## src/rtl/rv_ctrl_pkg.sv

```systemverilog
// Shared definitions for the Goldcrest RV32I control sequencer:
// opcodes, FSM states, immediate formats, writeback and FU select codes.
package rv_ctrl_pkg;

  // Major opcodes handled by the sequencer
  localparam logic [6:0] OPC_OP     = 7'b0110011;
  localparam logic [6:0] OPC_OP_IMM = 7'b0010011;
  localparam logic [6:0] OPC_LOAD   = 7'b0000011;
  localparam logic [6:0] OPC_STORE  = 7'b0100011;
  localparam logic [6:0] OPC_BRANCH = 7'b1100011;
  localparam logic [6:0] OPC_LUI    = 7'b0110111;
  localparam logic [6:0] OPC_JAL    = 7'b1101111;

  // Sequencer states
  typedef enum logic [2:0] {
    ST_FETCH   = 3'd0,
    ST_DECODE  = 3'd1,
    ST_EXECUTE = 3'd2,
    ST_MEM     = 3'd3,
    ST_WB      = 3'd4,
    ST_TRAP    = 3'd5
  } state_t;

  // Immediate layouts; SHAMT is the 5-bit shift amount of SLLI/SRLI/SRAI
  typedef enum logic [2:0] {
    IMM_NONE  = 3'd0,
    IMM_I     = 3'd1,
    IMM_S     = 3'd2,
    IMM_B     = 3'd3,
    IMM_U     = 3'd4,
    IMM_J     = 3'd5,
    IMM_SHAMT = 3'd6
  } imm_fmt_t;

  // Writeback source codes
  localparam logic [1:0] WB_FU   = 2'd0;
  localparam logic [1:0] WB_LOAD = 2'd1;
  localparam logic [1:0] WB_PC4  = 2'd2;
  localparam logic [1:0] WB_IMM  = 2'd3;

  // FU operation selects (funct3 encoding) and modifier
  localparam logic [2:0] FU_ADD  = 3'b000;
  localparam logic [2:0] FU_SLL  = 3'b001;
  localparam logic [2:0] FU_SLT  = 3'b010;
  localparam logic [2:0] FU_SLTU = 3'b011;
  localparam logic [2:0] FU_XOR  = 3'b100;
  localparam logic [2:0] FU_SR   = 3'b101;
  localparam logic [2:0] FU_OR   = 3'b110;
  localparam logic [2:0] FU_AND  = 3'b111;
  localparam logic       FU_MOD_NONE = 1'b0;
  localparam logic       FU_MOD_SUB  = 1'b1;

  // Branch condition funct3 codes
  localparam logic [2:0] BR_BEQ  = 3'b000;
  localparam logic [2:0] BR_BNE  = 3'b001;
  localparam logic [2:0] BR_BLT  = 3'b100;
  localparam logic [2:0] BR_BGE  = 3'b101;
  localparam logic [2:0] BR_BLTU = 3'b110;
  localparam logic [2:0] BR_BGEU = 3'b111;

  // True for the funct3 values that route ALU-class ops to the shifter
  function automatic logic is_shift_funct3(input logic [2:0] funct3);
    return (funct3 == FU_SLL) || (funct3 == FU_SR);
  endfunction

  // Branch funct3 010/011 are reserved
  function automatic logic branch_funct3_valid(input logic [2:0] funct3);
    return (funct3 != 3'b010) && (funct3 != 3'b011);
  endfunction

  // Resolve a branch from the flags of rs1 - rs2; C=1 means no borrow
  function automatic logic branch_taken(input logic [2:0] funct3,
                                        input logic v, input logic c,
                                        input logic n, input logic z);
    logic t;
    case (funct3)
      BR_BEQ:  t = z;
      BR_BNE:  t = ~z;
      BR_BLT:  t = n ^ v;
      BR_BGE:  t = ~(n ^ v);
      BR_BLTU: t = ~c;
      BR_BGEU: t = c;
      default: t = 1'b0;
    endcase
    return t;
  endfunction

endpackage

```

## src/rtl/rv_imm_gen.sv

```systemverilog
// Combinational immediate extraction: picks the immediate layout named by
// fmt out of the instruction word and sign-extends it to 32 bits.
module rv_imm_gen
  import rv_ctrl_pkg::*;
(
  input  logic [31:7] instr,
  input  imm_fmt_t    fmt,
  output logic [31:0] imm
);

  // Select and sign-extend the immediate for the current format
  always_comb begin
    imm = '0;
    case (fmt)
      IMM_I:     imm = {{20{instr[31]}}, instr[31:20]};
      IMM_S:     imm = {{20{instr[31]}}, instr[31:25], instr[11:7]};
      IMM_B:     imm = {{19{instr[31]}}, instr[31], instr[7],
                        instr[30:25], instr[11:8], 1'b0};
      IMM_U:     imm = {instr[31:12], 12'h000};
      IMM_J:     imm = {{11{instr[31]}}, instr[31], instr[19:12],
                        instr[20], instr[30:21], 1'b0};
      IMM_SHAMT: imm = {27'd0, instr[24:20]};
      default:   imm = '0;
    endcase
  end

endmodule

```

## src/rtl/rv_ctrl_fsm.sv

```systemverilog
// Multi-cycle control sequencer for the Goldcrest RV32I core. Fetches an
// instruction, decodes it into FU / operand-mux controls, resolves branches
// from the FU flags and sequences data access, writeback and PC update.
module rv_ctrl_fsm
  import rv_ctrl_pkg::*;
#(
  parameter logic [31:0] RESET_IR = 32'h0000_0013
)(
  input  logic        clk,
  input  logic        rst,
  output logic        imem_req,
  input  logic        imem_ack,
  input  logic [31:0] imem_rdata,
  output logic        dmem_req,
  output logic        dmem_we,
  input  logic        dmem_ack,
  output logic [2:0]  fu_select,
  output logic        fu_select_2,
  output logic        fu_sel_shift,
  input  logic        fu_v,
  input  logic        fu_c,
  input  logic        fu_n,
  input  logic        fu_z,
  output logic        src_b_imm,
  output logic [31:0] imm,
  output logic [4:0]  rs1,
  output logic [4:0]  rs2,
  output logic [4:0]  rd,
  output logic [1:0]  wb_sel,
  output logic        rf_we,
  output logic        pc_en,
  output logic        pc_branch,
  output logic        illegal
);

  state_t      state_reg, state_next;
  logic [31:0] ir_reg;

  logic [6:0]  opcode;
  logic [2:0]  funct3;
  imm_fmt_t    imm_fmt;
  logic        dec_legal;
  logic        dec_branch;
  logic        dec_mem;
  logic        dec_jal;
  logic        br_taken;

  assign opcode = ir_reg[6:0];
  assign funct3 = ir_reg[14:12];
  assign rs1    = ir_reg[19:15];
  assign rs2    = ir_reg[24:20];
  assign rd     = ir_reg[11:7];

  // State register; reset always returns to a fresh fetch and drops any
  // data request in flight, so a pending ack is simply never consumed.
  always_ff @(posedge clk) begin
    if (rst) begin
      state_reg <= ST_FETCH;
    end else begin
      state_reg <= state_next;
    end
  end

  // Instruction register loads only on an ack to our own fetch request
  always_ff @(posedge clk) begin
    if (rst) begin
      ir_reg <= RESET_IR;
    end else if (state_reg == ST_FETCH && imem_ack) begin
      ir_reg <= imem_rdata;
    end
  end

  // Instruction decode: pure function of IR, valid from DECODE onwards
  always_comb begin
    fu_select    = FU_ADD;
    fu_select_2  = FU_MOD_NONE;
    fu_sel_shift = 1'b0;
    src_b_imm    = 1'b1;
    wb_sel       = WB_FU;
    dmem_we      = 1'b0;
    imm_fmt      = IMM_NONE;
    dec_legal    = 1'b1;
    dec_branch   = 1'b0;
    dec_mem      = 1'b0;
    dec_jal      = 1'b0;
    case (opcode)
      OPC_OP: begin
        fu_select    = funct3;
        fu_select_2  = ir_reg[30];
        fu_sel_shift = is_shift_funct3(funct3);
        src_b_imm    = 1'b0;
      end
      OPC_OP_IMM: begin
        fu_select    = funct3;
        // Only SRAI carries a modifier; ADDI has no SUBI counterpart
        fu_select_2  = (funct3 == FU_SR) ? ir_reg[30] : FU_MOD_NONE;
        fu_sel_shift = is_shift_funct3(funct3);
        imm_fmt      = is_shift_funct3(funct3) ? IMM_SHAMT : IMM_I;
      end
      OPC_LOAD: begin
        wb_sel  = WB_LOAD;
        imm_fmt = IMM_I;
        dec_mem = 1'b1;
      end
      OPC_STORE: begin
        dmem_we = 1'b1;
        imm_fmt = IMM_S;
        dec_mem = 1'b1;
      end
      OPC_BRANCH: begin
        // Compare is rs1 - rs2 through the ALU
        fu_select   = FU_ADD;
        fu_select_2 = FU_MOD_SUB;
        src_b_imm   = 1'b0;
        imm_fmt     = IMM_B;
        dec_branch  = 1'b1;
        dec_legal   = branch_funct3_valid(funct3);
      end
      OPC_LUI: begin
        wb_sel  = WB_IMM;
        imm_fmt = IMM_U;
      end
      OPC_JAL: begin
        wb_sel  = WB_PC4;
        imm_fmt = IMM_J;
        dec_jal = 1'b1;
      end
      default: begin
        dec_legal = 1'b0;
      end
    endcase
  end

  rv_imm_gen u_imm_gen (
    .instr (ir_reg[31:7]),
    .fmt   (imm_fmt),
    .imm   (imm)
  );

  assign br_taken = branch_taken(funct3, fu_v, fu_c, fu_n, fu_z);
  assign illegal  = (state_reg == ST_TRAP);

  // Next-state and strobe generation
  always_comb begin
    state_next = state_reg;
    imem_req   = 1'b0;
    dmem_req   = 1'b0;
    rf_we      = 1'b0;
    pc_en      = 1'b0;
    pc_branch  = 1'b0;
    case (state_reg)
      ST_FETCH: begin
        imem_req = 1'b1;
        if (imem_ack) begin
          state_next = ST_DECODE;
        end
      end
      ST_DECODE: begin
        state_next = dec_legal ? ST_EXECUTE : ST_TRAP;
      end
      ST_EXECUTE: begin
        if (dec_branch) begin
          // Branch retires here; flags are valid only in this cycle
          pc_en      = 1'b1;
          pc_branch  = br_taken;
          state_next = ST_FETCH;
        end else if (dec_mem) begin
          state_next = ST_MEM;
        end else begin
          state_next = ST_WB;
        end
      end
      ST_MEM: begin
        dmem_req = 1'b1;
        if (dmem_ack) begin
          if (dmem_we) begin
            pc_en      = 1'b1;
            state_next = ST_FETCH;
          end else begin
            state_next = ST_WB;
          end
        end
      end
      ST_WB: begin
        rf_we      = (rd != 5'd0);
        pc_en      = 1'b1;
        pc_branch  = dec_jal;
        state_next = ST_FETCH;
      end
      ST_TRAP: begin
        state_next = ST_TRAP;
      end
      default: begin
        state_next = ST_FETCH;
      end
    endcase
  end

endmodule

```

## config.mk

```make
export PLATFORM = sky130hd
export DESIGN_NAME = rv_ctrl_fsm
export DESIGN_NICKNAME = d
export VERILOG_FILES = /design/src/rtl/rv_ctrl_pkg.sv /design/src/rtl/rv_imm_gen.sv /design/src/rtl/rv_ctrl_fsm.sv
export SDC_FILE = /design/constraint.sdc
export NUM_CORES = 1
export LEC_CHECK = 0
export ABC_CLOCK_PERIOD_IN_PS = 1400
export BUFFER_PORTS_ARGS = -buffer_cell sky130_fd_sc_hd__buf_2
export CAP_MARGIN = 5
export CORE_MARGIN = 2
export CORE_UTILIZATION = 48
export DETAILED_ROUTE_END_ITERATION = 8
export PLACE_DENSITY = 0.9
export REMOVE_ABC_BUFFERS = 1
export SKIP_LAST_GASP = 1
export SYNTH_ARGS = -nofsm -noshare
export SYNTH_HDL_FRONTEND = slang
export SYNTH_SLANG_ARGS = --single-unit
```

## constraint.sdc

```tcl
create_clock -name clk -period 1.4 [get_ports clk]
set_input_delay 0.07 -clock clk [delete_from_list [all_inputs] [get_ports clk]]
set_output_delay 0.07 -clock clk [all_outputs]
set_load 0.005 [all_outputs]
```

==> results by group, run 1 <==
Run status
  • Status: finished, violations left
  • Failing checks: negative setup slack

Routing
  • Mean routed wirelength per cell: roughly 16 µm
  • Final ANT Viol Nets: 0
  • Iter 0 DRT Violations: about 210
  • Vias post-DR: roughly 2,700
  • Vias per cell: 5.45
  • DRC Markers: 0
  • WL final: 7800 µm
  • Initial DRT Pass Iterations: 4

Floorplanning
  • Chip width: about 74 µm
  • Initial Util: between 50% and 60%
  • Die ar.: between 0.005 and 0.006 mm²
  • # rows: 25
  • Core area: between 0.004 and 0.005 mm²
  • I/O pin total: 102
  • Die Y: about 74 µm

Synth
  • Number of synthesis warnings: 0
  • Synth top area share: roughly 30%
  • Number of enable flip-flop cells after synthesis: 0
  • Leading area contributor after synthesis: dfxtp_1
  • Yosys reg bits: 35
  • Syn avg cell area: between 7 and 8 µm²
  • Synthesized cell area: 0.00238 mm²
  • Top FF cell, synth: dfxtp_1
  • Largest cells by area after synthesis: dfxtp_1, nand2_1, a21oi_1
  • Distinct cells, synth: 55
  • Synthesized instance count: around 310
  • Sequential share of the synthesized area: 29.5%
  • Post-synth ARST share: 0%

Setup path
  • Crit Path Class: flop to flop
  • Worst r2r src: ir_reg[2]
  • WP data arrival: 1.95 ns
  • Critical path's slowest cell: dfxtp_4
  • RR Endpoint: state_reg[2]
  • Crit path depth: 7
  • Crit path top cell by count: buf_4
  • CP Capture Type: flop
  • CP top delay family: buffers and inverters
  • Critical path cell sequence: nand4bb_4 > buf_4 > buf_4 > buf_4 > buf_4 > o311a_1 > a21o_1
  • R2R Setup Slk: -0.37 ns
  • CP Launch Point: ir_reg[2]
  • CP Buf/Inv Count: 4
  • Worst path required time: around 1.6 ns
  • Crit path largest cell delay: between 0.3 and 0.4 ns
  • CP max FO: 8
  • Cells on worst reg2reg path: 7
  • Startpoint types: flop

Global routing
  • Total grt overflow: 0
  • Initial antenna violation count: 0
  • Largest net degree at the start of global routing: 33
  • Vias in the first global route: 2,435
  • First-pass GRT wire length: ~12,000 µm
  • GR Util All Layers: between 20% and 30%

STA
  • Setup TNS: -12.14 ns
  • Final Hold Viols: 0
  • Worst Hold Slack: slightly below 0.009 ns
  • Final setup viols: 47
  • Max Freq: ~570 MHz
  • Fin Clk Skew: 0.00556 ns
  • Post-route setup slack: -0.365 ns
  • Final slew viol count: 0
  • Slew of the pin with the lowest slew margin: around 0.4 ns
  • RSZ-0062 raised after global routing: yes
  • Fin crit share: 126%
  • Post-layout min period: 1.77 ns
  • Worst slew margin: between 70% and 80%

Layout
  • Largest register FFs: 32
  • Nets: between 400 and 500
  • Commonest non-fill, non-tap cell in the layout: buf_2
  • Layout Cells excl Fill: 494
  • Highest-count cells in the layout ignoring fill and taps: buf_2, nand2_1, buf_4
  • Ant diodes: 0
  • Core Util, Final: 73.1%
  • Fill count: roughly 360
  • Share of cells above drive strength 1: between 40% and 50%
  • Area Growth Syn to Fin: 46.2%

Pwr
  • Worst ir drop on vdd: roughly 0.86 mV
  • Leakage power: 1.78 nW
  • Pwr/cell area: ~1600 mW/mm²

Place
  • Post-Place Setup Slack: -0.151 ns
  • Port bufs: 101
  • Final HPWL DP: between 5000 and 6000 µm
  • Final RePlAce weighted congestion: 0.934
  • Placed Cells: between 400 and 500

Clocking
  • CTS tree: built
  • Clock Pin Slew Worst Setup and Hold Paths: 0.07 ns
  • H-tree Lvls: 2
  • Clock tree buffer depth: 2
  • Root Driver: clkbuf_8
  • CTS buffer count: 5
  • Clock sink count: 35
  • Worst skew pair latency: approximately 0.29 ns

Worst hold path
  • Hold Path Stages: 3
  • Hold Path Class: input port to flop
  • HP Start: imem_rdata[2]
  • Worst hold endpoint: ir_reg[2]

Run
  • Max-Cap Viols: 0
## Yosys cell counts, types with 4 or more instances
cell type  count
buf_2          6
a21oi_1       37
buf_6          6
nand3b_1       5
buf_4         19
nor2_1        12
and2_1         8
dfxtp_1       35
nand2_1       74
nor2b_1        6
a22o_1         5
o21ai_0        5
a21o_1        20
clkbuf_1       8
nor3_1         4
nand3_1        5
## per-layer routing
metal | share of wire [%] | track usage, %
met5 | 0 | 0
met4 | 2.2 | 9.33
met3 | 7.1 | 5.01
met2 | 50 | 48.2
met1 | 41 | 35.6
## stage by stage
stage	power (mW)	instance area, µm²
4_1_cts	5.22	3330
3_3_place_gp	3.81	3010
2_1_floorplan	2.72	2110
6_report	5.51	3470
5_1_grt	5.83	3470
3_5_place_dp	3.90	3010
## logic make-up (layout without fill, tap and decap cells)
logic type             after synthesis  count (layout)  share of synthesized area [%]
AND/OR/NAND/NOR                    142             142                           33.4
multiplexers                         1               1                          0.421
AO/OA/AOI/OAI                       84              85                           24.1
buffers and inverters               40             161                           11.5
XOR/XNOR                             3               3                           1.11
flip-flops                          35              35                           29.5
## worst max path at each step
stage	end
after global placement	imm[26]
after detailed placement	imm[28]
after global routing	imm[26]
after floorplan	ir_reg[10]
after CTS	imm[20]
final	state_reg[2]
## what timing repair did
action                     4_1_cts  5_1_grt
gates cloned                     1        0
hold endpoints to repair         1        1
hold buffers                     1        1
setup endpoints to repair       48       75
pin swaps                       10       19
gates resized for setup         34       24
buffers inserted                 6        8
## worst reg2reg max path: cells and delay by family (launching register included)
| family | cells | cell delay (ns) |
|---|---|---|
| compound gates | 2 | 0.47 |
| flops | 1 | 0.37 |
| simple gates | 1 | 0.28 |
| buf+inv | 4 | 0.55 |
## power breakdown
group	internal [mW]	leakage [nW]	switching [mW]
clock	0.576	0.0612	0.374
combinational	1.52	1.42	1.55
sequential	1.22	0.291	0.265
total	3.32	1.78	2.19
## layout make-up
| cell class | instances | area [µm²] | area share (%) |
|---|---|---|---|
| multi-input combinational | 231 | 1570 | 45.3 |
| inverter | 1 | 3.75 | 0.108 |
| clock buffer | 6 | 82.6 | 2.38 |
| timing repair buffer | 152 | 967 | 27.8 |
| tap | 67 | 83.8 | 2.41 |
| clock inverter | 2 | 35.0 | 1.01 |
| sequential | 35 | 728 | 21.0 |
Note: power is estimated with default switching activity, not from simulation.
==> inputs of run 2 (changes only) <==
--- a/config.mk
+++ b/config.mk
@@ -11,7 +11,7 @@
 export CORE_MARGIN = 2
 export CORE_UTILIZATION = 48
 export DETAILED_ROUTE_END_ITERATION = 8
-export PLACE_DENSITY = 0.9
+export PLACE_DENSITY = 0.8
 export REMOVE_ABC_BUFFERS = 1
 export SKIP_LAST_GASP = 1
 export SYNTH_ARGS = -nofsm -noshare
==> results by group, run 2 (synthesis gave the netlist of run 1 again) <==
Run status
  • Status: finished, violations left
  • Failing checks: negative hold slack, negative setup slack

Clocking
  • Clock Pin Slew Worst Setup and Hold Paths: around 0.07 ns
  • CTS tree: built
  • CTS buffer count: 5
  • Clock tree buffer depth: 2
  • Worst skew pair latency: roughly 0.30 ns
  • Root Driver: clkbuf_8
  • Clock sink count: 35
  • H-tree Lvls: 2

STA
  • Final setup viols: 46
  • Post-layout min period: approximately 1.7 ns
  • RSZ-0062 raised after global routing: yes
  • Fin crit share: 125%
  • Final slew viol count: 0
  • Setup TNS: -12.69 ns
  • Max Freq: around 570 MHz
  • Final Hold Viols: 2
  • Fin Clk Skew: around 0.0098 ns
  • Worst slew margin: 75.3%
  • Post-route setup slack: -0.348 ns
  • Worst Hold Slack: -0.00338 ns
  • Slew of the pin with the lowest slew margin: between 0.3 and 0.4 ns

Routing
  • Mean routed wirelength per cell: ~15 µm
  • Final ANT Viol Nets: 0
  • Initial DRT Pass Iterations: 4
  • DRC Markers: 0
  • Vias post-DR: 2,650
  • WL final: approximately 7000 µm
  • Vias per cell: 5.41
  • Iter 0 DRT Violations: 170

Pwr
  • Pwr/cell area: ~1500 mW/mm²
  • Worst ir drop on vdd: between 0.8 and 0.9 mV
  • Leakage power: between 1.5 and 2 nW

Place
  • Final HPWL DP: 4900 µm
  • Port bufs: 101
  • Final RePlAce weighted congestion: ~1
  • Dpl cell area: 0.00298 mm²

Setup path
  • CP max FO: 6
  • CP Buf/Inv Count: 2
  • CP top delay family: simple AND/OR/NAND/NOR gates
  • WP data arrival: between 1.5 and 2 ns
  • Worst r2r src: ir_reg[6]
  • Critical path cell sequence: nand4bb_4 > nor4_4 > buf_4 > o2bb2ai_4 > a21o_1 > buf_2
  • Critical path's slowest cell: dfxtp_4
  • Worst path required time: between 1 and 1.5 ns
  • CP Capture Type: output pin
  • Crit Path Class: flop to output pin
  • Crit path largest cell delay: ~0.36 ns
  • Startpoint types: flop
  • CP Launch Point: ir_reg[3]

Layout
  • Share of cells above drive strength 1: 47.3%
  • Core Util, Final: between 70% and 80%
  • Commonest non-fill, non-tap cell in the layout: buf_2
  • Ant diodes: 0
  • Nets: 462
  • Largest register FFs: 32
  • Final instance area: between 0.003 and 0.004 mm²
  • Highest-count cells in the layout ignoring fill and taps: buf_2, nand2_1, a21oi_1, buf_4, dfxtp_1
  • Area Growth Syn to Fin: 43.1%

Floorplanning
  • I/O pin total: a little over 100
  • # rows: 25
  • Chip width: approximately 74 µm
  • Die Y: between 70 and 80 µm
  • Core area: approximately 0.0048 mm²
  • Die ar.: about 0.0055 mm²
  • Initial Util: 50.0%

Global routing
  • Largest net degree at the start of global routing: 33
  • First-pass GRT wire length: approximately 11,000 µm
  • GR Util All Layers: 25.9%
  • Initial antenna violation count: 0
  • Total grt overflow: 0
  • Vias in the first global route: between 2,000 and 2,500

Worst hold path
  • Hold Path Class: input port to flop
  • HP Start: imem_rdata[0]

Run
  • Max-Cap Viols: 0
-- run 2: area by class of cell --
| cell class | count | area [µm²] |
|---|---|---|
| sequential | 35 | 724 |
| clock inverter | 1 | 7.51 |
| clock buffer | 7 | 96.3 |
| tap | 67 | 83.8 |
| timing repair buffer | 148 | 930 |
| inverter | 1 | 3.75 |
| multi-input combinational | 231 | 1560 |
| fill | 373 | 1350 |
-- run 2: where the power goes --
group          leakage [nW]  switching [mW]  internal (mW)  total, mW
Clock                0.0505           0.370          0.447      0.817
Sequential            0.291           0.272           1.22       1.49
Combinational          1.40            1.46           1.44       2.90
Total                  1.74            2.10           3.11       5.21
-- run 2: final timing paths --
| check | end | slack, ns | cells past startpoint |
|---|---|---|---|
| setup / recovery | imm[29] | -0.35 | 6 |
| hold / removal | ir_reg[0] | -0.003 | 3 |
| setup reg to reg | state_reg[0] | -0.27 | 7 |
| hold reg to reg | ir_reg[27] | 0.47 | 2 |
-- run 2: what timing repair did --
action,4_1_cts,5_1_grt
setup endpoints to repair,46,60
hold buffers,0,0
buffers inserted,11,6
cloned,0,1
pin swaps,18,8
gates resized for setup,33,20
-- run 2: metrics by stage --
stage / power [mW] / worst slack, ns / hold WS, ns / instances
6_report: 5.21 / -0.348 / -0.00338 / 490
4_1_cts: 4.93 / -0.323 / 0.00316 / 485
2_1_floorplan: 2.72 / -0.178 / 0.139 / 266
3_5_place_dp: 3.77 / -0.132 / 0.293 / 467
3_3_place_gp: 3.72 / -0.0983 / 0.285 / 467
5_1_grt: 5.52 / -0.394 / 0.00562 / 490
-- run 2: layer usage --
| metal | routed length [µm] | part of all wire [%] | track usage (%) |
|---|---|---|---|
| met1 | 3070 | 43 | 31.8 |
| met2 | 3560 | 49 | 45.7 |
| met3 | 460 | 6.4 | 4.61 |
| met4 | 112 | 1.6 | 8.53 |
| met5 | 0 | 0 | 0 |
-- run 2: tightest hold or removal path, stage by stage --
cell and delay, ns:
buf_2 0.08, nand2_1 0.04, nand3b_1 0.07
==> inputs of run 3 (changes only) <==
--- a/config.mk
+++ b/config.mk
@@ -13,6 +13,7 @@
 export DETAILED_ROUTE_END_ITERATION = 8
 export PLACE_DENSITY = 0.8
 export REMOVE_ABC_BUFFERS = 1
+export SKIP_CTS_REPAIR_TIMING = 1
 export SKIP_LAST_GASP = 1
 export SYNTH_ARGS = -nofsm -noshare
 export SYNTH_HDL_FRONTEND = slang
==> results by group, run 3 (synthesis gave the netlist of run 1 again) <==
Run status
  • Status: finished, violations left
  • Failing checks: negative setup slack

Pwr
  • Comb power frac: 53.8%
  • Leakage power: approximately 1.7 nW
  • Pwr/cell area: between 1000 and 1500 mW/mm²
  • Clk network pwr share: between 15 and 20%
  • Power, Total: between 4 and 5 mW
  • Net Sw Frac: 40.2%
  • Sequential share of power: between 30% and 40%
  • Worst ir drop on vdd: roughly 0.77 mV
  • Sw power: ~2 mW
  • Power Internal: ~3.0 mW

Floorplanning
  • Initial Util: around half
  • I/O pin total: ~100
  • # rows: 25
  • Chip width: 74.4 µm
  • Die ar.: 0.00553 mm²
  • Core area: around 0.0048 mm²
  • Die Y: around 74 µm

Place
  • Final RePlAce weighted congestion: approximately 1.0
  • Placed Cells: 467
  • Port bufs: 101
  • Dpl cell area: 0.00298 mm²
  • Post-Place Setup Slack: -0.132 ns
  • Final HPWL DP: just under 5000 µm

Global routing
  • Vias in the first global route: around 2,300
  • Initial antenna violation count: 0
  • Largest net degree at the start of global routing: 33
  • Total grt overflow: 0
  • GR Util All Layers: between 20% and 30%
  • First-pass GRT wire length: between 10,000 and 15,000 µm

Routing
  • WL final: between 6000 and 7000 µm
  • DRC Markers: 0
  • Mean routed wirelength per cell: about 14 µm
  • Vias post-DR: roughly 2,600
  • Final ANT Viol Nets: 0
  • Vias per cell: around 5.3
  • Iter 0 DRT Violations: approximately 120
  • Initial DRT Pass Iterations: 5

Setup path
  • Critical path cell sequence: buf_6 > nand4bb_4 > nor3b_4 > a32o_1 > buf_2
  • Critical path's slowest cell: dfxtp_4
  • WP data arrival: roughly 1.7 ns
  • CP max FO: 6
  • CP Capture Type: output pin
  • Worst path required time: 1.33 ns
  • R2R Setup Slk: -0.25 ns
  • Crit Path Class: flop to output pin
  • CP Buf/Inv Count: 2
  • CP top delay family: simple AND/OR/NAND/NOR gates
  • Startpoint types: flop
  • Crit path largest cell delay: between 0.3 and 0.4 ns

Clocking
  • Root Driver: clkbuf_8
  • CTS tree: built
  • H-tree Lvls: 2
  • Clock Pin Slew Worst Setup and Hold Paths: about 0.070 ns
  • Clock sink count: 35
  • Worst skew pair latency: between 0.2 and 0.3 ns
  • Clock tree buffer depth: 2
  • CTS buffer count: 5

Run
  • Max-Cap Viols: 0

Layout
  • Share of cells above drive strength 1: between 40% and 50%
  • Ant diodes: 0
  • Register Area: 729 µm²
  • Largest register FFs: 32
  • Fill count: 376
  • Commonest non-fill, non-tap cell in the layout: buf_2
  • Area of the multi-input gates: roughly 0.0015 mm²
  • Area Growth Syn to Fin: 40.5%
  • Core Util, Final: 70.3%
  • Final instance area: approximately 0.0033 mm²
  • Nets: 459
  • Highest-count cells in the layout ignoring fill and taps: buf_2, nand2_1, a21oi_1
  • Layout Cells excl Fill: about 500

STA
  • Final setup viols: between 40 and 50
  • Fin crit share: 125%
  • Post-layout min period: roughly 1.8 ns
  • Setup TNS: -12.18 ns
  • Worst Hold Slack: approximately 0.0035 ns
  • Final Hold Viols: 0
  • Post-route setup slack: -0.355 ns
  • Worst slew margin: approximately three quarters
  • Max Freq: 570 MHz
  • RSZ-0062 raised after global routing: yes
  • Fin Clk Skew: 0.0109 ns
  • Slew of the pin with the lowest slew margin: 0.367 ns
  • Final slew viol count: 0

Worst hold path
  • Hold Path Class: input port to flop
[run 3: cell count changes in the layout (fill, tap and decap cells not counted), moves of 2 or more]
cell / before / now
o21ai_1: 4 / 1
dfxtp_2: 7 / 5
dfxtp_4: 4 / 6
o21ai_0: 1 / 4
buf_6: 9 / 5
[run 3: metal layers]
metal | share of wire, % | GRT usage (%) | routed length (µm) | vias to the layer above
li1 | - | - | - | 1280
met5 | 0 | 0 | 0 | -
met4 | 1.6 | 6.55 | 110 | 0
met3 | 6.7 | 5.83 | 468 | 10
met1 | 42 | 29.0 | 2910 | 1194
met2 | 50 | 40.5 | 3500 | 95
[run 3: worst paths after layout]
path / to / from / cells past startpoint
setup / recovery: fu_select_2 / ir_reg[6] / 5
hold / removal: ir_reg[4] / imem_rdata[4] / 3
setup reg to reg: state_reg[0] / ir_reg[6] / 6
hold reg to reg: ir_reg[27] / ir_reg[27] / 2
[run 3: layout make-up]
type / count / share of cell area (%)
multi-input cells: 231 / 45.8
repair buffers: 145 / 26.6
flip-flops and latches: 35 / 21.8
clock buffers: 7 / 2.88
well taps: 67 / 2.51
clock inverters: 1 / 0.225
inverters: 1 / 0.112
[run 3: power by group through the flow]
stage | logic (mW) | registers [mW] | clock network, mW
floorplan | 1.21 | 1.51 | 0
global placement | 2.26 | 1.47 | 0
detailed placement | 2.29 | 1.48 | 0
CTS | 2.30 | 1.46 | 0.814
global route | 2.91 | 1.52 | 0.851
finish | 2.67 | 1.49 | 0.805
[run 3: tightest hold or removal path, stage by stage]
cell      delay, ns
buf_2          0.07
nand2_1        0.04
nand3b_1       0.07
